## src/rtl/lsu_mem_stage.sv

```systemverilog
// MEM-stage load/store unit: decodes one load/store per handshake, drives a
// word-addressed data-memory port and returns the aligned, extended load result.
module lsu_mem_stage #(
  parameter int XLEN   = 32,
  parameter int ADDR_W = 32
) (
  input  logic              clk,
  input  logic              rst,
  input  logic              req_valid,
  output logic              req_ready,
  input  logic              req_we,
  input  logic [2:0]        req_funct3,
  input  logic [ADDR_W-1:0] req_addr,
  input  logic [XLEN-1:0]   req_wdata,
  output logic              mem_req,
  output logic              mem_we,
  output logic [ADDR_W-1:0] mem_addr,
  output logic [3:0]        mem_wstrb,
  output logic [XLEN-1:0]   mem_wdata,
  input  logic              mem_ack,
  input  logic [XLEN-1:0]   mem_rdata,
  output logic              rsp_valid,
  output logic [XLEN-1:0]   rsp_data,
  output logic              fault,
  output logic              busy
);

  typedef enum logic [1:0] {IDLE, WAIT, RESP} state_t;

  state_t          state, state_next;
  logic            accept;
  logic            legal;
  logic            misaligned;
  logic            op_ok;
  logic [3:0]      strb;
  logic [XLEN-1:0] wdata_rep;
  logic [XLEN-1:0] load_val;
  logic [7:0]      load_byte;
  logic [15:0]     load_half;
  logic [2:0]      op_funct3;
  logic [1:0]      op_off;

  assign req_ready = (state == IDLE);
  assign busy      = ~req_ready;
  assign accept    = req_valid && req_ready;
  assign op_ok     = legal && !misaligned;

  // NOTE: every signal written in an always_comb gets a default first, so no
  // path through the case statements leaves it unassigned and infers a latch.
  always_comb begin
    legal      = 1'b0;
    misaligned = 1'b0;
    strb       = 4'b0000;
    wdata_rep  = req_wdata;
    if (req_we) begin
      case (req_funct3)
        3'b000: begin
          legal     = 1'b1;
          strb      = 4'b0001 << req_addr[1:0];
          wdata_rep = {4{req_wdata[7:0]}};
        end
        3'b001: begin
          legal      = 1'b1;
          misaligned = req_addr[0];
          strb       = 4'b0011 << req_addr[1:0];
          wdata_rep  = {2{req_wdata[15:0]}};
        end
        3'b010: begin
          legal      = 1'b1;
          misaligned = (req_addr[1:0] != 2'b00);
          strb       = 4'b1111;
        end
        default: legal = 1'b0;
      endcase
    end else begin
      case (req_funct3)
        3'b000, 3'b100: legal = 1'b1;
        3'b001, 3'b101: begin
          legal      = 1'b1;
          misaligned = req_addr[0];
        end
        3'b010: begin
          legal      = 1'b1;
          misaligned = (req_addr[1:0] != 2'b00);
        end
        default: legal = 1'b0;
      endcase
    end
  end

  // Lane selection uses the offset latched at accept, not the live request.
  always_comb begin
    load_byte = mem_rdata[{op_off, 3'b000} +: 8];
    load_half = mem_rdata[{op_off[1], 4'b0000} +: 16];
    case (op_funct3)
      3'b000:  load_val = {{(XLEN-8){load_byte[7]}}, load_byte};
      3'b100:  load_val = {{(XLEN-8){1'b0}}, load_byte};
      3'b001:  load_val = {{(XLEN-16){load_half[15]}}, load_half};
      3'b101:  load_val = {{(XLEN-16){1'b0}}, load_half};
      default: load_val = mem_rdata;
    endcase
  end

  always_comb begin
    state_next = state;
    case (state)
      IDLE:    if (accept) state_next = op_ok ? WAIT : RESP;
      WAIT:    if (mem_ack) state_next = RESP;
      RESP:    state_next = IDLE;
      default: state_next = IDLE;
    endcase
  end

  // NOTE: sequential state uses non-blocking assignments so every register
  // samples pre-edge values regardless of statement order.
  always_ff @(posedge clk) begin
    if (rst) state <= IDLE;
    else     state <= state_next;
  end

  always_ff @(posedge clk) begin
    if (rst) begin
      mem_req   <= 1'b0;
      mem_we    <= 1'b0;
      mem_addr  <= '0;
      mem_wstrb <= 4'b0000;
      mem_wdata <= '0;
      rsp_valid <= 1'b0;
      rsp_data  <= '0;
      fault     <= 1'b0;
      op_funct3 <= 3'b000;
      op_off    <= 2'b00;
    end else begin
      rsp_valid <= 1'b0;
      fault     <= 1'b0;
      case (state)
        IDLE: begin
          if (accept) begin
            if (op_ok) begin
              mem_req   <= 1'b1;
              mem_we    <= req_we;
              mem_addr  <= {req_addr[ADDR_W-1:2], 2'b00};
              mem_wstrb <= req_we ? strb : 4'b0000;
              mem_wdata <= wdata_rep;
              op_funct3 <= req_funct3;
              op_off    <= req_addr[1:0];
            end else begin
              rsp_valid <= 1'b1;
              fault     <= 1'b1;
              rsp_data  <= '0;
            end
          end
        end
        WAIT: begin
          if (mem_ack) begin
            mem_req   <= 1'b0;
            rsp_valid <= 1'b1;
            rsp_data  <= mem_we ? '0 : load_val;
          end
        end
        default: ;
      endcase
    end
  end

endmodule

```

## config.mk

```make
export PLATFORM = sky130hd
export DESIGN_NAME = lsu_mem_stage
export DESIGN_NICKNAME = d
export VERILOG_FILES = /design/src/rtl/lsu_mem_stage.sv
export SDC_FILE = /design/constraint.sdc
export NUM_CORES = 1
export LEC_CHECK = 0
export CAP_MARGIN = 20
export CORE_ASPECT_RATIO = 1.2
export CORE_MARGIN = 3
export CORE_UTILIZATION = 25
export CTS_CLUSTER_SIZE = 14
export DETAILED_ROUTE_END_ITERATION = 10
export MAX_ROUTING_LAYER = met4
export PLACE_DENSITY_LB_ADDON = 0.15
export SLEW_MARGIN = 10
export SYNTH_ARGS = -nofsm -noshare
export SYNTH_HDL_FRONTEND = slang
export SYNTH_SLANG_ARGS = --single-unit
```

## constraint.sdc

```tcl
create_clock -name clk -period 2.7 [get_ports clk]
set_input_delay 0.54 -clock clk [delete_from_list [all_inputs] [get_ports clk]]
set_output_delay 0.54 -clock clk [all_outputs]
set_load 0.005 [all_outputs]
```

## After elaboration in Yosys (flattened, before gate mapping)

Cells that the tools add are included.

- Bitwise gates (word level): 1
- Reduce and logical (&&, ||, !) cells: 16
- Shift-type cells: 4
- Equal/unequal tests: 12
- Mux-type cells: 28

Operator list:

| operator | number |
|---|---|
| $mux 32 | 5 |
| $pmux 32 s2 | 2 |
| $pmux 32 s4 | 1 |
| $shiftx 32x6->16 | 1 |
| $shiftx 32x6->8 | 1 |
| $eq 3x3->1 const B | 4 |
| $pmux 4 s3 | 1 |
| $mux 1 | 10 |
| $pmux 1 s2 | 4 |
| $reduce_and 4->1 | 2 |
| $eq 3x1->1 const B | 2 |
| $logic_not 3->1 | 2 |
| $mux 2 | 3 |
| $reduce_or 5->1 | 1 |
| $mux 4 | 1 |
| $ne 2x1->1 const B | 2 |
| $ne 2x2->1 const B | 2 |
| $pmux 2 s2 | 1 |
| $reduce_bool 2->1 | 2 |
| $reduce_or 2->1 | 2 |
| $shl 1x2->4 const A | 1 |
| $shl 2x2->4 const A | 1 |
| $eq 3x2->1 const B | 1 |
| $reduce_and 3->1 | 1 |
| 7 further kinds | 8 |

- Register bits: 109
- Logic and storage cells: 72
- Input port bits: 104
- Output and inout port bits: 106

## Logic depth before layout (Yosys ltp)

Gate-level depths: netlist of the first run.

- Word-level depth: 9
- Depth in mapped cells: 8
- Mapped depth without buffers: 4

## Worst setup path before layout of the first run

Ideal clock, no wire load.

- Path type: in2reg
- Start point: input port req_funct3[0]
- End point: register mem_addr[22]
- Cell stages on the path: 8
- Library setup time: 0.070 ns
- Arrival time: 1.992 ns
- Path buffers: 4
- Setup slack: 0.638 ns
- Required time: 2.630 ns
- Path through: clkbuf_1 > a221oi_2 > o21a_1 > clkbuf_1 > buf_2 > buf_2 > nand2_1 > a21oi_1

- Cells in the longest elaborated chain, start to end: 7

Ends and longest elaborated chain:

| what | RTL line | text |
|---|---|---|
| from (decl) | 12 | `input logic [2:0] req_funct3,` |
| $eq 3x1->1 / $eq 3x3->1 (equally long branches) | 56, 76 |  |
| $reduce_or 2->1 | 76 | `case (req_funct3)` |
| $pmux 1 s2 | 76 |  |
| $mux 1 | 55 | `if (req_we) begin` |
| $logic_not 1->1 | 46 | `assign op_ok = legal && !misaligned;` |
| $logic_and 1x1->1 (*) | 46 |  |
| $reduce_and 3->1 (no line) (*) | - |  |
| to (signal assigned) | 142 | `mem_addr <= {req_addr[ADDR_W-1:2], 2'b00};` |
| to (decl) | 17 | `output logic [ADDR_W-1:0] mem_addr,` |

Every way passes the cells marked *; elsewhere a longest branch is shown, timed or not.
A chain may end at the register's enable or synchronous reset.

## Final worst setup path of the first run

- Start point: input port req_valid
- End point: register rsp_data[27]

- Cells in the longest elaborated chain, start to end: 3

Ends and longest elaborated chain:

| what | RTL line | text |
|---|---|---|
| from (decl) | 9 | `input logic req_valid,` |
| $logic_and 1x1->1 | 45 | `assign accept = req_valid && req_ready;` |
| $ne 2x1->1 (no line) | - |  |
| $reduce_and 4->1 (no line) | - |  |
| to (signal assigned) | 158 | `rsp_data <= mem_we ? '0 : load_val;` |
| to (decl) | 23 | `output logic [XLEN-1:0] rsp_data,` |

No other way between the ends.

==> results of run 1 <==
report_power, final:
group | switching, mW | leakage, nW | internal, mW | total (mW)
Clock | 0.609 | 0.133 | 0.658 | 1.27
Combinational | 0.299 | 1.56 | 0.367 | 0.666
Sequential | 0.0433 | 0.884 | 1.67 | 1.71
Total | 0.951 | 2.58 | 2.69 | 3.64
registers in the layout, summed over array words and instances (netlist names):
register   cells
mem_wdata     32
rsp_data      32
mem_addr      30
mem_wstrb      4
op_funct3      3
op_off         2
state          2
fault          1
mem_req        1
mem_we         1
rsp_valid      1
per-layer routing:
metal | vias to the layer above | track usage | wire length (um)
met1 | 2271 | 0.188 | 6870
met5 | - | - | 0
met4 | 0 | 0.0720 | 465
met3 | 32 | 0.0518 | 1340
li1 | 2391 | - | -
met2 | 193 | 0.267 | 8020
cell usage in the layout, fill, tap and decap left out, types with 2 or more instances in the layout:
cell             count
clkdlybuf4s50_1    206
nand2_1            134
dfxtp_1            109
a21oi_1             81
o211ai_1            24
mux2i_1             22
nor2_1              20
a22o_1              18
a21o_1              17
buf_4               17
inv_1               11
clkbuf_16            9
o21ai_0              8
a211oi_1             8
a221oi_1             6
nor2b_1              5
nand2b_1             4
nor3b_1              4
a211o_1              4
nand3_1              4
nand4_1              4
buf_12               4
or3_1                3
clkinv_4             3
or2_2                2
or3b_2               2
o31ai_1              2
nor3_1               2
a2bb2oi_1            2
conb_1               2
clkbuf_1             2
metrics by stage:
stage / hold WS, ps / setup slack [ps] / utilization
after CTS: 456 / 541 / 0.403
after global placement: 441 / 193 / 0.388
after floorplan: 448 / 638 / -
after detailed placement: 446 / 178 / 0.388
final: 453 / 536 / 0.404
after global routing: 472 / 428 / 0.404
worst max-delay path by stage:
stage / startpoint / to / slack (ps) / cells past startpoint
5_1_grt: req_addr[0] / mem_addr[22] / 430 / 7
3_5_place_dp: req_valid / rsp_data[23] / 180 / 6
4_1_cts: state[1] / req_ready / 540 / 3
2_1_floorplan: req_funct3[0] / mem_addr[22] / 640 / 8
6_report: req_valid / rsp_data[27] / 540 / 6
3_3_place_gp: req_valid / rsp_data[31] / 190 / 6
cell type report:
type / instances / share of cell area
Multi-Input combinational cell: 402 / 0.316
Inverter: 11 / 0.00554
Timing Repair Buffer: 227 / 0.305
Clock buffer: 12 / 0.0331
Tap cell: 252 / 0.0423
Clock inverter: 4 / 0.00454
Antenna cell: 1 / 0.000336
Sequential cell: 109 / 0.293
worst max-delay path, cell delays in order:
cell	delay [ps]
clkdlybuf4s50_1	480
or3b_4	410
o31a_1	350
a2111oi_4	340
buf_12	190
a22o_1	130
kinds of logic (layout without fill, tap and decap cells):
logic type | Yosys count | in the layout | synth area share
compound gates | 187 | 187 | 0.265
buf+inv | 61 | 254 | 0.0527
flops | 109 | 109 | 0.458
mux | 24 | 24 | 0.0533
other cells | 1 | 3 | 0.000786
simple gates | 189 | 189 | 0.171
==> metrics.yaml, run 1 <==
routing:
  via_per_inst: 4.80
  vias: 4887
  routed_wl_um: 16700
  wl_per_cell_um: 16.4
  dr.pass1.iters: 5
  remaining_drc_errors: 0
  drt_iter0_drc: 234
  postRouteAntennaNets: 0
cells_and_area:
  nets: 864
  layout-drive-gt1-share: 0.0641
  multiInputGateArea_um2: 2360
  final_area_um2: 7450
  ff_latch_area_um2: 2180
  fillers: 1846
  stdcell_count: 1018
  syn2layout_area_growth_pct: 56.2
global_route:
  grt_pass1_vias: 5055
  grt_pass1_wl_um: 26600
  grt_start_max_net_pins: 67
  grt_antenna_before_repair: 1
  overflow: 0
  grt_usage: 0.165
placed_design:
  gp_congestion: 0.916
  dp_cells: 1000
  placed_cell_area_um2: 7160
  port_buffers: 207
  dpl.hpwl_um: 12600
pwr:
  irDropWorstVdd_mv: 0.253
  power.density_nw_per_um2: 489
  p_leak_nw: 2.58
  total_power_mw: 3.64
synthesis:
  synth_area_leaders: "dfxtp_1 46%, nand2_1 11%, a21oi_1 8.5%, mux2i_1 4.6%, o211ai_1 3.8%"
  synth_top_area_share: 0.458
  synth_edf_count: 0
  synth.most_common_cell: "nand2_1"
  yosys.cell_types.count: 53
  synth_seq_cells: 109
  ys_seq_area_frac: 0.458
  syn_inst: 571
  async_reset_ff_frac: 0
  syn_area_um2: 4770
  netlist.top_cell.by_area: "dfxtp_1"
  synth_warnings: 0
  ys.flop_type: "dfxtp_1"
  avgSynthCellArea_um2: 8.35
  ys_top_cells_by_count: "134 x nand2_1, 109 x dfxtp_1, 81 x a21oi_1"
clock_tree:
  cts.repair.resized: 0
  cts_max_level: 3
  cts_setup_buffers: 0
  hold_buffers: 0
  insertion_delay_ps: 340
  cts_buffer_depth: 2
  cts_tree: "built"
  cts_sinks: 109
  cts_buffers: 9
  root_buffer: "clkbuf_16"
  clk_pin_slew_ps: 70
critical_path:
  critPathLaunchType: "input pin"
  reg2reg_slack_ps: 730
  crit_arrival_ps: 2460
  worst_setup_path_end_kind: "register"
  timing.rr.end: "rsp_data[11]"
  worstReg2RegStart: "op_funct3[1]"
  worstRegToRegCells: 5
  required_ps: 2990
  crit_fanout: 16
  path_class: "in2reg"
worst_hold_path:
  min_path_cells: 2
  min_to: "mem_wdata[2]"
  hold_path_class: "reg2reg"
  hp-start: "mem_wdata[2]"
sta:
  setup_viol: 0
  post-route-min-period_ps: 2160
  slew_headroom: 0.528
  tightestPinTransition_ps: 690
  fin_setup_tns_ps: 0
  finalCritPeriodShare: 0.802
  rsz0062_at_grt: "no"
  clock_skew_ps: 6.07
  slew_viol_final: 0
  hold_viol: 0
  timing.fmax_ghz: 0.462
job:
  cap_violations: 0
floorplanning:
  die_h_um: 157
  die_x_um: 132
  pin_count: 210
  initial_core_util: 0.259
  core_area_um2: 18400
  rows: 54
  die_area_um2: 20800
run_status:
  outcome: "completed"
No activity file was read; power rests on OpenSTA's default activity.
==> run 2, diff against run 1 <==
clock period = 2.2 ns   (was 2.7 ns; I/O delays follow)
==> metrics.yaml, run 2 (synthesis results as in run 1) <==
critical_path:
  crit_fanout: 16  # unchanged
  crit_arrival_ps: 2320  # was 2460 ps
  critPathLaunchType: "input pin"  # unchanged
  worst_setup_path_end_kind: "register"  # unchanged
  required_ps: 2490  # was 2990 ps
  path_class: "in2reg"  # unchanged
  worstRegToRegCells: 5  # unchanged
global_route:
  grt_pass1_wl_um: 26800  # was 26600 um
  grt_antenna_before_repair: 0  # was 1
  grt_usage: 0.167  # was 0.165
  grt_pass1_vias: 5118  # was 5055
  grt_start_max_net_pins: 53  # was 67
  overflow: 0  # unchanged
sta:
  finalCritPeriodShare: 0.921
  rsz0062_at_grt: "no"  # unchanged
  hold_viol: 0  # unchanged
  slew_headroom: 0.578  # was 0.528
  post-route-min-period_ps: 2030
  setup_viol: 0  # unchanged
  tightestPinTransition_ps: 632  # was 690 ps
  clock_skew_ps: 3.74  # was 6.07 ps
  fin_setup_tns_ps: 0  # unchanged
  timing.fmax_ghz: 0.493
  holdWs_ps: 452  # was 453 ps
  slew_viol_final: 0  # unchanged
clock_tree:
  insertion_delay_ps: 350  # was 340 ps
  cts_tree: "built"  # unchanged
  cts_buffer_depth: 2  # unchanged
  cts_setup_buffers: 0  # unchanged
  cts.repair.resized: 0  # unchanged
  cts_sinks: 109  # unchanged
  hold_buffers: 0  # unchanged
  cts_max_level: 3  # unchanged
  cts_buffers: 9  # unchanged
  clk_pin_slew_ps: 70  # about the same
  root_buffer: "clkbuf_16"  # unchanged
routing:
  wl_per_cell_um: 16.5  # was 16.4 um
  dr.pass1.iters: 5  # unchanged
  postRouteAntennaNets: 0  # unchanged
  drt_iter0_drc: 313  # was 234
  routed_wl_um: 17100  # was 16700 um
  vias: 4924  # was 4887
  via_per_inst: 4.76  # was 4.80
  remaining_drc_errors: 0  # unchanged
pwr:
  power.density_nw_per_um2: 610  # was 489 nW/um^2
  total_power_mw: 4.67  # was 3.64 mW
  p_int_mw: 3.51  # was 2.69 mW
  clkPwrFrac: 0.366  # was 0.348
  combinationalPowerShare: 0.186  # was 0.183
  p_leak_nw: 2.69  # was 2.58 nW
  irDropWorstVdd_mv: 0.339  # was 0.253 mV
  seq_power_share: 0.449  # was 0.469
  p_sw_mw: 1.16  # was 0.951 mW
  switching_share: 0.249  # was 0.261
placed_design:
  dpl.hpwl_um: 12900  # was 12600 um
  port_buffers: 207  # unchanged
  gp_congestion: 0.936  # was 0.916
  placed_cell_area_um2: 7340  # was 7160 um^2
  dp_cells: 1017  # was 1000
worst_hold_path:
  min_path_cells: 2  # unchanged
  hold_path_class: "reg2reg"  # unchanged
cells_and_area:
  final_area_um2: 7660  # was 7450 um^2
  final_cell_mix: "206 x clkdlybuf4s50_1, 134 x nand2_1, 109 x dfxtp_1"  # unchanged
  syn2layout_area_growth_pct: 60.5  # was 56.2%
  diodes: 0  # was 1
  layout-drive-gt1-share: 0.0857  # was 0.0641
  final_common_cell: "clkdlybuf4s50_1"  # unchanged
  fillers: 1844  # was 1846
  top_regs: "mem_wdata x32, rsp_data x32, mem_addr x30"  # unchanged
  stdcell_count: 1034  # was 1018
  nets: 881  # was 864
floorplanning:
  die_x_um: 132  # unchanged
  die_h_um: 157  # unchanged
  die_area_um2: 20800  # unchanged
  pin_count: 210  # unchanged
  rows: 54  # unchanged
  core_area_um2: 18400  # unchanged
  initial_core_util: 0.259  # unchanged
run_status:
  outcome: "completed"  # unchanged
job:
  cap_violations: 0  # unchanged
run 2: cell types whose count changed in the layout (fill, tap and decap cells not counted), moves of 2 or more:
cell,delta
clkbuf_8,+2
clkinv_4,-3
buf_4,+13
buf_12,+4
run 2: power by group through the flow:
stage	clock network (mW)	logic [mW]	registers, mW
2_1_floorplan	0	0.348	2.13
3_3_place_gp	0	0.865	2.14
3_5_place_dp	0	0.869	2.14
4_1_cts	1.77	0.874	2.10
5_1_grt	1.85	0.942	2.11
6_report	1.71	0.866	2.10
run 2: cell type report:
type	count	area, um^2	share of cell area
timing repair buffer	244	2450	0.320
inverter	11	41.3	0.00539
tap	252	315	0.0412
clock buffer	13	270	0.0353
clock inverter	3	42.5	0.00556
multi-input combinational	402	2360	0.308
sequential	109	2180	0.285
run 2: routing by layer:
| layer | share of wire | GRT usage | up-vias | wire length, um |
|---|---|---|---|---|
| li1 | - | - | 2428 | - |
| met1 | 0.40 | 0.187 | 2279 | 6890 |
| met2 | 0.49 | 0.273 | 188 | 8300 |
| met3 | 0.081 | 0.0540 | 29 | 1390 |
| met4 | 0.029 | 0.0745 | 0 | 497 |
| met5 | 0 | - | - | 0 |
run 2: per-stage QoR:
step | util | worst slack (ps)
6_report | 0.415 | 173
5_1_grt | 0.415 | 102
3_3_place_gp | 0.398 | -175
2_1_floorplan | - | 238
4_1_cts | 0.415 | 174
3_5_place_dp | 0.398 | -196
run 2: worst paths after layout:
| check | start | end | slack (ps) |
|---|---|---|---|
| setup / recovery | req_valid | rsp_data[18] | 170 |
| hold / removal | mem_wdata[9] | mem_wdata[9] | 450 |
| hold reg to reg | mem_wdata[9] | mem_wdata[9] | 450 |
| setup reg to reg | op_funct3[0] | rsp_data[3] | 330 |
run 2: critical path, stage by stage:
cell,delay (ps)
clkdlybuf4s50_1,480
or3b_4,380
o31a_1,350
a2111oi_4,340
buf_12,190
a22o_1,130
